[config.mk]
export PLATFORM = sky130hd
export DESIGN_NAME = lock_controller
export DESIGN_NICKNAME = d
export VERILOG_FILES = /design/src/rtl/lock_pkg.sv /design/src/rtl/lock_timer.sv /design/src/rtl/lock_controller.sv
export SDC_FILE = /design/constraint.sdc
export NUM_CORES = 1
export LEC_CHECK = 0
export ABC_AREA = 1
export CELL_PAD_IN_SITES_DETAIL_PLACEMENT = 1
export CELL_PAD_IN_SITES_GLOBAL_PLACEMENT = 1
export CORE_AREA = 3 3 65 67
export DETAILED_ROUTE_END_ITERATION = 10
export DIE_AREA = 0 0 68 70
export PLACE_DENSITY_LB_ADDON = 0.05
export REMOVE_ABC_BUFFERS = 1
export SYNTH_ARGS = -nofsm -noshare
export SYNTH_HDL_FRONTEND = slang
export SYNTH_SLANG_ARGS = --single-unit
[constraint.sdc]
create_clock -name clock_i -period 2.1 [get_ports clock_i]
set_input_delay 0.42 -clock clock_i [delete_from_list [all_inputs] [get_ports clock_i]]
set_output_delay 0.42 -clock clock_i [all_outputs]
set_load 0.01 [all_outputs]
[src/rtl/lock_pkg.sv]
// Shared types and defaults for the keypad lock controller.
package lock_pkg;

    localparam int DEFAULT_DIGIT_W = 4;

    typedef enum logic [1:0] {
        IDLE    = 2'd0,
        ENTRY   = 2'd1,
        OPEN    = 2'd2,
        LOCKOUT = 2'd3
    } lock_state_e;

    // Power-on combination is 1,2,3,... by position.
    function automatic int unsigned default_digit(input int idx);
        return int'(idx) + 1;
    endfunction

endpackage

[src/rtl/lock_timer.sv]
// Loadable down-counter shared by the OPEN hold time and the LOCKOUT period.
module lock_timer #(
    parameter int WIDTH = 4
) (
    input  logic             clk_i,
    input  logic             rst_ni,
    input  logic             load_i,
    input  logic [WIDTH-1:0] load_val_i,
    input  logic             en_i,
    output logic             zero_o
);

    logic [WIDTH-1:0] count_q;
    logic [WIDTH-1:0] count_d;

    always_comb begin
        count_d = count_q;
        if (load_i) begin
            count_d = load_val_i;
        end else if (en_i && (count_q != '0)) begin
            count_d = count_q - WIDTH'(1);
        end
    end

    always_ff @(posedge clk_i) begin
        if (!rst_ni) begin
            count_q <= '0;
        end else begin
            count_q <= count_d;
        end
    end

    assign zero_o = (count_q == '0);

endmodule

[src/rtl/lock_controller.sv]
// Keypad lock sequencer: code register file, digit compare, FSM, fail counter
// and the shared OPEN/LOCKOUT timer.
module lock_controller
    import lock_pkg::*;
#(
    parameter int DIGIT_W        = DEFAULT_DIGIT_W,
    parameter int CODE_LEN       = 3,
    parameter int MAX_TRIES      = 3,
    parameter int LOCKOUT_CYCLES = 16,
    parameter int OPEN_CYCLES    = 8,
    localparam int IDX_W   = (CODE_LEN > 1) ? $clog2(CODE_LEN) : 1,
    localparam int PROG_W  = $clog2(CODE_LEN + 1),
    localparam int FAIL_W  = $clog2(MAX_TRIES + 1)
) (
    input  logic               clock_i,
    input  logic               reset_ni,
    input  logic [DIGIT_W-1:0] value_i,
    input  logic               new_i,
    input  logic               cfg_we_i,
    input  logic [IDX_W-1:0]   cfg_idx_i,
    input  logic [DIGIT_W-1:0] cfg_digit_i,
    output logic               opened_o,
    output logic               locked_out_o,
    output logic [PROG_W-1:0]  progress_o,
    output logic [FAIL_W-1:0]  fail_count_o
);

    localparam int TMAX    = (OPEN_CYCLES > LOCKOUT_CYCLES) ? OPEN_CYCLES : LOCKOUT_CYCLES;
    localparam int TIMER_W = (TMAX > 1) ? $clog2(TMAX) : 1;

    lock_state_e        state_q, state_d;
    logic [PROG_W-1:0]  progress_q, progress_d;
    logic [FAIL_W-1:0]  fail_q, fail_d;
    logic               opened_q, opened_d;
    logic               locked_q, locked_d;
    logic [DIGIT_W-1:0] code_q [CODE_LEN];

    logic               timer_load;
    logic [TIMER_W-1:0] timer_val;
    logic               timer_en;
    logic               timer_zero;
    logic               cfg_write;

    lock_timer #(
        .WIDTH(TIMER_W)
    ) u_timer (
        .clk_i      (clock_i),
        .rst_ni     (reset_ni),
        .load_i     (timer_load),
        .load_val_i (timer_val),
        .en_i       (timer_en),
        .zero_o     (timer_zero)
    );

    assign timer_en  = (state_q == OPEN) || (state_q == LOCKOUT);
    // Digit strobes take priority over configuration writes.
    assign cfg_write = cfg_we_i && !new_i && (state_q == IDLE) && (int'(cfg_idx_i) < CODE_LEN);

    always_comb begin
        state_d    = state_q;
        progress_d = progress_q;
        fail_d     = fail_q;
        timer_load = 1'b0;
        timer_val  = '0;
        unique case (state_q)
            IDLE, ENTRY: begin
                if (new_i) begin
                    if (value_i == code_q[progress_q]) begin
                        if (progress_q == PROG_W'(CODE_LEN - 1)) begin
                            state_d    = OPEN;
                            progress_d = '0;
                            fail_d     = '0;
                            timer_load = 1'b1;
                            timer_val  = TIMER_W'(OPEN_CYCLES - 1);
                        end else begin
                            state_d    = ENTRY;
                            progress_d = progress_q + PROG_W'(1);
                        end
                    end else begin
                        state_d    = IDLE;
                        progress_d = '0;
                        if (int'(fail_q) + 1 >= MAX_TRIES) begin
                            state_d    = LOCKOUT;
                            fail_d     = FAIL_W'(MAX_TRIES);
                            timer_load = 1'b1;
                            timer_val  = TIMER_W'(LOCKOUT_CYCLES - 1);
                        end else begin
                            fail_d = fail_q + FAIL_W'(1);
                        end
                    end
                end
            end
            OPEN: begin
                if (new_i || timer_zero) begin
                    state_d = IDLE;
                end
            end
            LOCKOUT: begin
                if (timer_zero) begin
                    state_d = IDLE;
                    fail_d  = '0;
                end
            end
            default: state_d = IDLE;
        endcase
        opened_d = (state_d == OPEN);
        locked_d = (state_d == LOCKOUT);
    end

    always_ff @(posedge clock_i) begin
        if (!reset_ni) begin
            state_q    <= IDLE;
            progress_q <= '0;
            fail_q     <= '0;
            opened_q   <= 1'b0;
            locked_q   <= 1'b0;
            for (int i = 0; i < CODE_LEN; i++) begin
                code_q[i] <= DIGIT_W'(default_digit(i));
            end
        end else begin
            state_q    <= state_d;
            progress_q <= progress_d;
            fail_q     <= fail_d;
            opened_q   <= opened_d;
            locked_q   <= locked_d;
            if (cfg_write) begin
                code_q[cfg_idx_i] <= cfg_digit_i;
            end
        end
    end

    assign opened_o     = opened_q;
    assign locked_out_o = locked_q;
    assign progress_o   = progress_q;
    assign fail_count_o = fail_q;

endmodule

==> impl_metrics.tcl, run 1 <==
set metrics [dict create \
    synthFlopType "edfxtp_1" \
    syn_avg_cell_area_um2 8.221 \
    num-nets-final 228 \
    clock_skew_ns 0.003208 \
    die_w_um 68 \
    period_needed_ns 1.839 \
    ff2ff_setup_slack_ns 0.36 \
    core_area_um2 3689 \
    setup_violations 0 \
    fmax_mhz 543.9 \
    path_class "input pin to flip-flop" \
    grt_pass1_vias 1350 \
    num_io_pins 20 \
    rsz0062_at_grt "no" \
    synth.most_common_cell "nand2_1" \
    grt_pass1_wl_um 6210 \
    synth.area.top_cells "edfxtp_1 33%, dfxtp_1 19%, nand2_1 14%" \
    cts_root_buf "clkbuf_8" \
    track_usage_pct 17.25 \
    routed_wl_um 3576 \
    cts_made_buffers 5 \
    r2r-end "fail_count_o[1]" \
    synth_top_cell_area_share_pct 33.02 \
    fin_crit_sh_pct 87.56 \
    syn2layout_area_growth_pct 26.57 \
    setup_tns_ns 0 \
    path_max_fanout 4 \
    startpoint "new_i" \
    routed_via_density 4.832 \
    place_congestion 0.7793 \
    start_util_pct 39.45 \
    ys_seq_elements 30 \
    drc 0 \
    num_antenna_cells 0 \
    ir_drop_mv 0.3247 \
    die_y_um 70 \
    post-cts-setup-buffers 0 \
    h-tree-depth 2 \
    synth_compound_area_share_pct 7.223 \
    status "finished clean" \
    clk_latency_ns 0.27 \
    hpwl_um 2858 \
    synth.top_cells.by_count "54 x nand2_1, 20 x inv_1, 20 x nor2_1" \
    netlist_instances 177 \
    slew_viol_final 0 \
    nFillCells 472 \
    syn_area_um2 1455 \
    first_pass_iters 4 \
    cts_max_path_buffers 2 \
    setup_ws_ns 0.2613 \
    hold_class "flip-flop to flip-flop" \
    place_ws_ns -0.01556 \
    synth-async-reset-ratio_pct 0 \
    yosysSeqAreaShare_pct 52.28 \
    synth_top_area_cell "edfxtp_1" \
    io_buffer_count 19 \
    cts_tree "done" \
    hold_violations 0 \
    ff2ff_path_depth 11 \
    synth-xor-area-share_pct 1.204 \
    grt_max_degree 10 \
    critical_path_arrival_ns 1.82 \
    endpoint_kind "flip-flop" \
    avgRoutedWirePerCell_um 13.65 \
    ant_nets 0 \
    drv_cap 0 \
    yosys.area_share.adder_pct 0.8598 \
    cts.sinks 30 \
    dieArea_um2 4760 \
    grt_antenna_before_repair 0 \
    leakage_uw 0.0007969 \
    drt_iter0_drc 37 \
    crit_end "code_q[0][2]" \
    crit_required_ns 2.08 \
    vias 1266 \
    synth_top_family_by_area "simple AND/OR/NAND/NOR gates" \
    grt-ovfl-total 0 \
    worst_setup_path_start_kind "input pin" \
    path_clk_slew_ns 0.06 \
    synth_cell_types 24 \
    synthMuxAreaShare_pct 0 \
    ys_warn_count 0 \
    rows 22 \
    power_density_nw_per_um2 726.3 \
    synth_edf_count 16 \
    drive_gt1_share_pct 12.15 \
    synth-simple-area-share_pct 30.52 \
]
[stage by stage]
stage               area, um2  utilization [%]  total power, uW  hold slack [ns]  instances
finish                   1842            49.93             1338           0.5542        262
global route             1842            49.93             1422           0.5973        262
CTS                      1841            49.90             1358           0.5531        262
detailed placement       1759            47.69            913.2           0.5434        254
global placement         1759            47.69            900.5           0.5073        254
floorplan                1441                -            816.5           0.5189        178
[cells in the final DEF (no fill, tap or decap), drive strengths merged]
| master | netlist | layout |
|---|---|---|
| a2111oi | 1 | 1 |
| a21boi | 1 | 1 |
| a21oi | 8 | 8 |
| buf | 1 | 9 |
| clkbuf | 1 | 6 |
| clkdlybuf4s50 | 0 | 19 |
| clkinv | 0 | 2 |
| conb | 1 | 4 |
| dfxtp | 14 | 14 |
| edfxtp | 16 | 16 |
| ha | 1 | 1 |
| inv | 21 | 21 |
| nand2 | 57 | 57 |
| nand3 | 17 | 17 |
| nand3b | 3 | 3 |
| nand4 | 1 | 1 |
| nor2 | 23 | 23 |
| nor3 | 2 | 2 |
| o211ai | 1 | 1 |
| o21ai | 5 | 5 |
| o21ba | 1 | 1 |
| xor2 | 2 | 2 |
[repair_timing]
item,in CTS,in global routing
hold buffers,0,0
endpoints found under the setup margin,0,2
gates resized for setup,0,1
[area by class of cell]
type,count,area (um2),area share [%]
Multi-Input combinational cell,127,594.3,32.27
Inverter,21,86.33,4.687
Timing Repair Buffer,28,257.7,13.99
Clock buffer,6,72.57,3.940
Tap cell,48,60.06,3.261
Clock inverter,2,8.758,0.4755
Sequential cell,30,762.0,41.37
[worst min-delay path by stage]
stage / startpoint / to / slack (ns) / cells after the start
after CTS: progress_o[1] / progress_o[1] / 0.55 / 2
after global routing: progress_o[1] / progress_o[1] / 0.60 / 2
after global placement: progress_o[1] / progress_o[1] / 0.51 / 2
after detailed placement: progress_o[1] / flip-flop / 0.54 / 2
after floorplan: cfg_digit_i[0] / code_q[3][0] / 0.52 / 0
final: progress_o[1] / progress_o[1] / 0.55 / 2
[per-layer routing]
| layer | share of wire, % | routed length [um] | vias to the layer above | GRT usage, % |
|---|---|---|---|---|
| met2 | 48 | 1733 | 25 | 26.02 |
| met1 | 47 | 1664 | 598 | 23.32 |
| met4 | 1.3 | 46 | 0 | 6.402 |
| met3 | 3.7 | 131 | 6 | 4.502 |
| met5 | 0 | 0 | - | 0 |
| li1 | - | - | 637 | - |
[critical path, cell delays in order]
cell,delay [ns]
clkdlybuf4s50_1,0.44
inv_1,0.10
nand3_1,0.08
a2111oi_2,0.22
buf_4,0.18
nand2_1,0.04
nor2_1,0.12
inv_1,0.07
nand2_1,0.14
[power by group]
group | switching, uW | internal, uW
combinational | 117 | 98.9
clock | 210 | 227
sequential | 29.0 | 655
total | 356 | 982
[sequential cells by signal, summed over array words and instances (netlist names), named ones only]
| name | cells |
|---|---|
| fail_count_o | 2 |
| locked_out_o | 1 |
| opened_o | 1 |
| code_q | 16 |
| u_timer.count_q | 4 |
| progress_o | 2 |
| state_q | 2 |
[cell families (layout without fill, tap and decap cells)]
group / count (synthesis) / after routing
buf+inv: 23 / 57
simple gates: 103 / 103
other cells: 1 / 4
compound gates: 17 / 17
xor+xnor: 2 / 2
fa+ha+maj: 1 / 1
flops: 30 / 30
(Power assumes the default switching activity.)
==> run 2, diff against run 1 <==
--- a/config.mk
+++ b/config.mk
@@ -5,13 +5,13 @@
 export SDC_FILE = /design/constraint.sdc
 export NUM_CORES = 1
 export LEC_CHECK = 0
-export ABC_AREA = 1
+export CAP_MARGIN = 0
 export CELL_PAD_IN_SITES_DETAIL_PLACEMENT = 1
 export CELL_PAD_IN_SITES_GLOBAL_PLACEMENT = 1
-export CORE_AREA = 3 3 65 67
+export CORE_AREA = 3 3 63 65
 export DETAILED_ROUTE_END_ITERATION = 10
-export DIE_AREA = 0 0 68 70
-export PLACE_DENSITY_LB_ADDON = 0.05
+export DIE_AREA = 0 0 66 68
+export PLACE_DENSITY = 0.71
 export REMOVE_ABC_BUFFERS = 1
 export SYNTH_ARGS = -nofsm -noshare
 export SYNTH_HDL_FRONTEND = slang
==> run 2 against run 1 <==
Core utilization grew 5.3 points. Register-to-register slack worse by 0.30 ns. Sequential share of layout area down 0.50 points. Die area down 5.7%. Largest power group unchanged. Highest routed layer unchanged.
==> impl_metrics.tcl, run 2 <==
set metrics [dict create \
    layout_common_cells "19 x clkdlybuf4s50_1, 16 x edfxtp_1, 13 x dfxtp_1" \
    synth_top_cell_area_share_pct 33.83 \
    rsz0062_at_grt "yes" \
    ys_seq_elements 30 \
    netlist_instances 122 \
    rows 21 \
    synth_top_area_cell "edfxtp_1" \
    first_pass_iters 4 \
    power_density_nw_per_um2 615.7 \
    grt-ovfl-total 0 \
    io_buffer_count 19 \
    crit_chain "mux4_2 -> xnor2_2 -> nand4_4 -> or4_4 -> a21oi_4" \
    path_max_fanout 7 \
    clock_skew_ns 0.009518 \
    hpwl_um 2507 \
    leakage_uw 0.0006773 \
    syn_avg_cell_area_um2 11.64 \
    path_clk_slew_ns 0.10 \
    synth_edf_count 16 \
    ys_warn_count 0 \
    hold_violations 0 \
    start_util_pct 41.90 \
    slew_viol_final 0 \
    yosysSeqAreaShare_pct 53.57 \
    die_w_um 66 \
    final_area_um2 1871 \
    worst-path-buf-inv 0 \
    max_stage_delay_ns 0.55 \
    endpoint_kind "flip-flop" \
    die_y_um 68 \
    h-tree-depth 2 \
    dp.cells 199 \
    fin_crit_sh_pct 97.25 \
    synth.top_cells.by_count "16 x edfxtp_1, 14 x dfxtp_1, 10 x nand2b_1" \
    routed_wl_um 3252 \
    synth.most_common_cell "edfxtp_1" \
    final_cells 208 \
    synthFlopType "edfxtp_1" \
    cts.sinks 30 \
    hold_ws_ns 0.5319 \
    drv_cap 0 \
    placed_area_um2 1754 \
    syn2layout_area_growth_pct 31.72 \
    synth.area.top_cells "edfxtp_1 34%, dfxtp_1 20%, mux4_1 7.4%" \
    crit_required_ns 2.36 \
    crit_slowest_cell "mux4_2" \
    ir_drop_mv 0.4379 \
    clk_latency_ns 0.33 \
    place_congestion 0.7634 \
    drive_gt1_share_pct 23.46 \
    grt_pass1_vias 1104 \
    worst_setup_path_start_kind "flip-flop" \
    hold_class "flip-flop to flip-flop" \
    setup_violations 0 \
    final_common_cell "clkdlybuf4s50_1" \
    period_needed_ns 2.042 \
    largest_reg_flops 16 \
    synth-async-reset-ratio_pct 0 \
    reg_top3 "code_q x16, u_timer.count_q x4" \
    critical_path.top_delay_family "simple AND/OR/NAND/NOR gates" \
    num_io_pins 20 \
    cts-hold-fix-buffers 0 \
    avgRoutedWirePerCell_um 15.63 \
    routed_via_density 5.029 \
    cts_tree "done" \
    setup_tns_ns 0 \
    grt_pass1_wl_um 5285 \
    nFillCells 370 \
    syn_area_um2 1420 \
    grt_max_degree 11 \
    regMostFlops "code_q" \
    fmax_mhz 489.7 \
    status "finished clean" \
    critical_path_arrival_ns 2.30 \
    vias 1046 \
    num-nets-final 176 \
    grt_antenna_before_repair 0 \
    num_antenna_cells 0 \
    synth_cell_types 33 \
    drt_iter0_drc 41 \
    cts_made_buffers 5 \
    core_area_um2 3390 \
    cts_max_path_buffers 2 \
    path_class "flip-flop to flip-flop" \
    drc 0 \
    ant_nets 0 \
    track_usage_pct 16.39 \
    dieArea_um2 4488 \
    cts_root_buf "clkbuf_4" \
    finalPower_uw 1152 \
]
-- run 2: cells by family (layout without fill, tap and decap cells) --
group           after synthesis  count (layout)  synth area share, %
simple gates                 45              45                18.50
flops                        30              30                53.57
compound gates               20              20                8.987
mux                           9               9                11.10
buf+inv                       9              46                2.379
xor+xnor                      7               7                4.317
fa+ha+maj                     1               1               0.8809
other cells                   1               4               0.2641
-- run 2: path summary, 6_finish.rpt --
kind              startpoint               to  slack [ns]  cells after the start
min          fail_count_o[0]  fail_count_o[0]        0.53                      2
min reg2reg  fail_count_o[0]  fail_count_o[0]        0.53                      2
max reg2reg        flip-flop        flip-flop        0.06                      5
max                flip-flop        flip-flop        0.06                      5
-- run 2: tightest hold or removal path, stage by stage, from the launching register on --
cell and delay, ns:
dfxtp_1 0.35, nand2b_1 0.08, a21oi_1 0.05
-- run 2: repair_timing --
item / 4_1_cts / 5_1_grt
pin swaps: 0 / 3
buffers inserted: 0 / 1
endpoints found under the setup margin: 10 / 11
gates cloned: 0 / 0
resized for setup: 7 / 11
-- run 2: report_power, final --
group	total, uW	switching [uW]	internal, uW	leakage (uW)
sequential	663	19.5	644	0.000266
combinational	166	76.2	90.1	0.000379
clock	322	195	127	0.0000320
-- run 2: metrics by stage --
stage / worst slack [ns] / util (%)
after CTS: 0.01352 / 54.41
after global placement: -0.03109 / 51.75
after floorplan: 0.05309 / -
after global routing: -0.02315 / 55.19
final: 0.05784 / 55.19
after detailed placement: -0.1190 / 51.75
-- run 2: cell type report --
type | instances | area, um2 | area share [%]
clock buffers | 6 | 41.29 | 2.207
well taps | 46 | 57.56 | 3.077
multi-input cells | 86 | 690.7 | 36.92
inverters | 7 | 26.28 | 1.405
repair buffers | 31 | 280.3 | 14.98
clock inverters | 2 | 10.01 | 0.5351
flip-flops and latches | 30 | 764.5 | 40.87
-- run 2: per-layer routing --
layer  track usage (%)  vias to the layer above  routed length, um
li1                  -                      515                  -
met5                 0                        -                  0
met2             25.53                       20               1510
met4             6.853                        0                 49
met1             21.10                      504               1534
met3             5.255                        7                157
==> run 3, diff against run 2 <==
--- a/config.mk
+++ b/config.mk
@@ -8,11 +8,12 @@
 export CAP_MARGIN = 0
 export CELL_PAD_IN_SITES_DETAIL_PLACEMENT = 1
 export CELL_PAD_IN_SITES_GLOBAL_PLACEMENT = 1
-export CORE_AREA = 3 3 63 65
+export CORE_AREA = 2 2 63 65
 export DETAILED_ROUTE_END_ITERATION = 10
-export DIE_AREA = 0 0 66 68
+export DIE_AREA = 0 0 65 67
 export PLACE_DENSITY = 0.71
 export REMOVE_ABC_BUFFERS = 1
 export SYNTH_ARGS = -nofsm -noshare
 export SYNTH_HDL_FRONTEND = slang
+export SYNTH_HIERARCHICAL = 1
 export SYNTH_SLANG_ARGS = --single-unit
==> run 3 against run 2 <==
The flow now finishes with violations (negative setup slack). Combinational power grew 8%. Largest power group unchanged. Via count grew 6.3%. Worst setup slack lost 0.059 ns. Final cell count grew 3.4%. Cell area grew 7.6%. Largest cell class is now multi-input gates. Critical path depth is the same. Clock skew is essentially flat.
==> impl_metrics.tcl, run 3 <==
set metrics [dict create \
    setup_tns_ns -0.003263 \
    cts.sinks 30 \
    power_density_nw_per_um2 641.1 \
    synth.area.top_cells "edfxtp_1 33%, dfxtp_1 19%, mux4_1 7.1%" \
    drt_iter0_drc 47 \
    ant_nets 0 \
    yosysSeqAreaShare_pct 51.61 \
    clock_skew_ns 0.009416 \
    synthFlopType "edfxtp_1" \
    first_pass_iters 6 \
    hold_violations 0 \
    num_antenna_cells 0 \
    synthMuxAreaShare_pct 9.168 \
    setup_violations 2 \
    slew_viol_final 0 \
    die_y_um 67 \
    regMostFlops "code_q" \
    ff2ff_path_depth 5 \
    placed_area_um2 1807 \
    grt_antenna_before_repair 0 \
    synth-simple-area-share_pct 22.92 \
    hold_class "flip-flop to flip-flop" \
    io_buffer_count 19 \
    finalPower_uw 1290 \
    cts_tree "done" \
    syn_avg_cell_area_um2 11.43 \
    syn_area_um2 1474 \
    place_ws_ns -0.2462 \
    place_congestion 0.8047 \
    post-cts-setup-buffers 0 \
    path_class "flip-flop to flip-flop" \
    violations "negative setup slack" \
    avgRoutedWirePerCell_um 15.99 \
    drv_cap 0 \
    cts-hold-fix-buffers 0 \
    cts_root_buf "clkbuf_8" \
    final_area_um2 2012 \
    power_switching_uw 326.4 \
    core_area_um2 3606 \
    dp.cells 207 \
    synth.most_common_cell "edfxtp_1" \
    drive_gt1_share_pct 26.95 \
    h-tree-depth 2 \
    syn2layout_area_growth_pct 36.50 \
    status "finished with violations" \
    routed_wl_um 3438 \
    reg_top3 "code_q x16, u_timer/count_q x4" \
    start_util_pct 40.87 \
    final_common_cell "clkdlybuf4s50_1" \
    grt-ovfl-total 0 \
    p_int_uw 963.5 \
    endpoint_kind "flip-flop" \
    p_comb_share_pct 13.9 \
    die_w_um 65 \
    synth_edf_count 16 \
    track_usage_pct 17.42 \
    rsz0062_at_grt "yes" \
    setup_ws_ns -0.001651 \
    final_cells 215 \
    crit_required_ns 2.33 \
    swShare_pct 25.30 \
    layout_common_cells "19 x clkdlybuf4s50_1, 16 x edfxtp_1, 13 x dfxtp_1" \
    num-nets-final 181 \
    leakage_uw 0.0007153 \
    grt_pass1_wl_um 5375 \
    num_io_pins 20 \
    worst_setup_path_start_kind "flip-flop" \
    clk_latency_ns 0.29 \
    synth_cell_types 38 \
    rows 22 \
    synth.top_cells.by_count "16 x edfxtp_1, 14 x dfxtp_1, 9 x nand2b_1" \
    drc 0 \
    path_clk_slew_ns 0.07 \
    period_needed_ns 2.102 \
    fin_crit_sh_pct 100.1 \
    pwr-share-seq_pct 51.0 \
    routed_via_density 5.172 \
    critical_path_arrival_ns 2.33 \
    cts_max_path_buffers 2 \
    ys_seq_elements 30 \
    clockPowerShare_pct 35.1 \
    synth_compound_area_share_pct 9.932 \
    fmax_mhz 475.8 \
    netlist_instances 129 \
    largest_reg_flops 16 \
    hpwl_um 2577 \
    dieArea_um2 4355 \
    worstHoldStart "fail_count_o[1]" \
    grt_max_degree 17 \
    min_path_cells 2 \
    grt_pass1_vias 1145 \
    ys_warn_count 6 \
    synth-xor-area-share_pct 2.377 \
    path_max_fanout 5 \
    synth-async-reset-ratio_pct 0 \
    synth_top_cell_area_share_pct 32.60 \
    ir_drop_mv 0.4610 \
    synth_top_family_by_area "simple AND/OR/NAND/NOR gates" \
    yosys.area_share.adder_pct 0.8489 \
    vias 1112 \
    cts_made_buffers 5 \
    synth_top_area_cell "edfxtp_1" \
]
run 3: layer usage:
layer  GRT usage [%]  wire (um)  vias to the layer above
met5               0          0                        -
met4           8.245         66                        0
met3           5.068        120                        7
met2           30.93       1772                       20
met1           19.08       1479                      540
li1                -          -                      545
run 3: worst paths after layout:
path | endpoint | slack, ns
worst min register to register | fail_count_o[1] | 0.52
worst max-delay path | flip-flop | -0.002
worst max register to register | flip-flop | -0.002
worst min-delay path | fail_count_o[1] | 0.52
run 3: power by group through the flow:
stage	registers, uW	clock network, uW	logic (uW)
3_3_place_gp	669	0	143
2_1_floorplan	667	0	74.7
3_5_place_dp	671	0	149
6_report	658	453	179
4_1_cts	658	460	162
5_1_grt	661	486	196
run 3: cell type report:
type | instances | area [um2]
tap | 48 | 60.06
timing repair buffer | 30 | 276.5
sequential | 30 | 764.5
clock buffer | 5 | 68.82
clock inverter | 3 | 16.27
inverter | 8 | 33.78
multi-input combinational | 91 | 792.0
fill | 384 | 1594
run 3: metrics by stage:
| step | util [%] | hold slack (ns) |
|---|---|---|
| floorplan | - | 0.4880 |
| global placement | 50.10 | 0.4994 |
| detailed placement | 50.10 | 0.5160 |
| CTS | 53.40 | 0.5248 |
| global route | 55.79 | 0.5588 |
| finish | 55.79 | 0.5249 |
run 3: repair_timing:
action / 4_1_cts / 5_1_grt
setup endpoints to repair: 11 / 11
pin swaps: 6 / 10
gates resized for setup: 15 / 14
run 3: cells by family (layout without fill, tap and decap cells):
group                      Yosys count  in the layout
adders and majority gates            1              1
buffers and inverters               11             46
muxes                                7              7
other                                1              4
DFF                                 30             30
and+or+nand+nor                     57             57
AOI/OAI and AO/OA                   18             18
xor gates and xnor gates             4              4
run 3: worst max-delay path, cell delays in order (launching register included):
cell and delay (ns):
dfxtp_4 0.39, mux4_2 0.57, xnor2_4 0.22, nand4_1 0.22, or4_4 0.48, a21boi_2 0.15
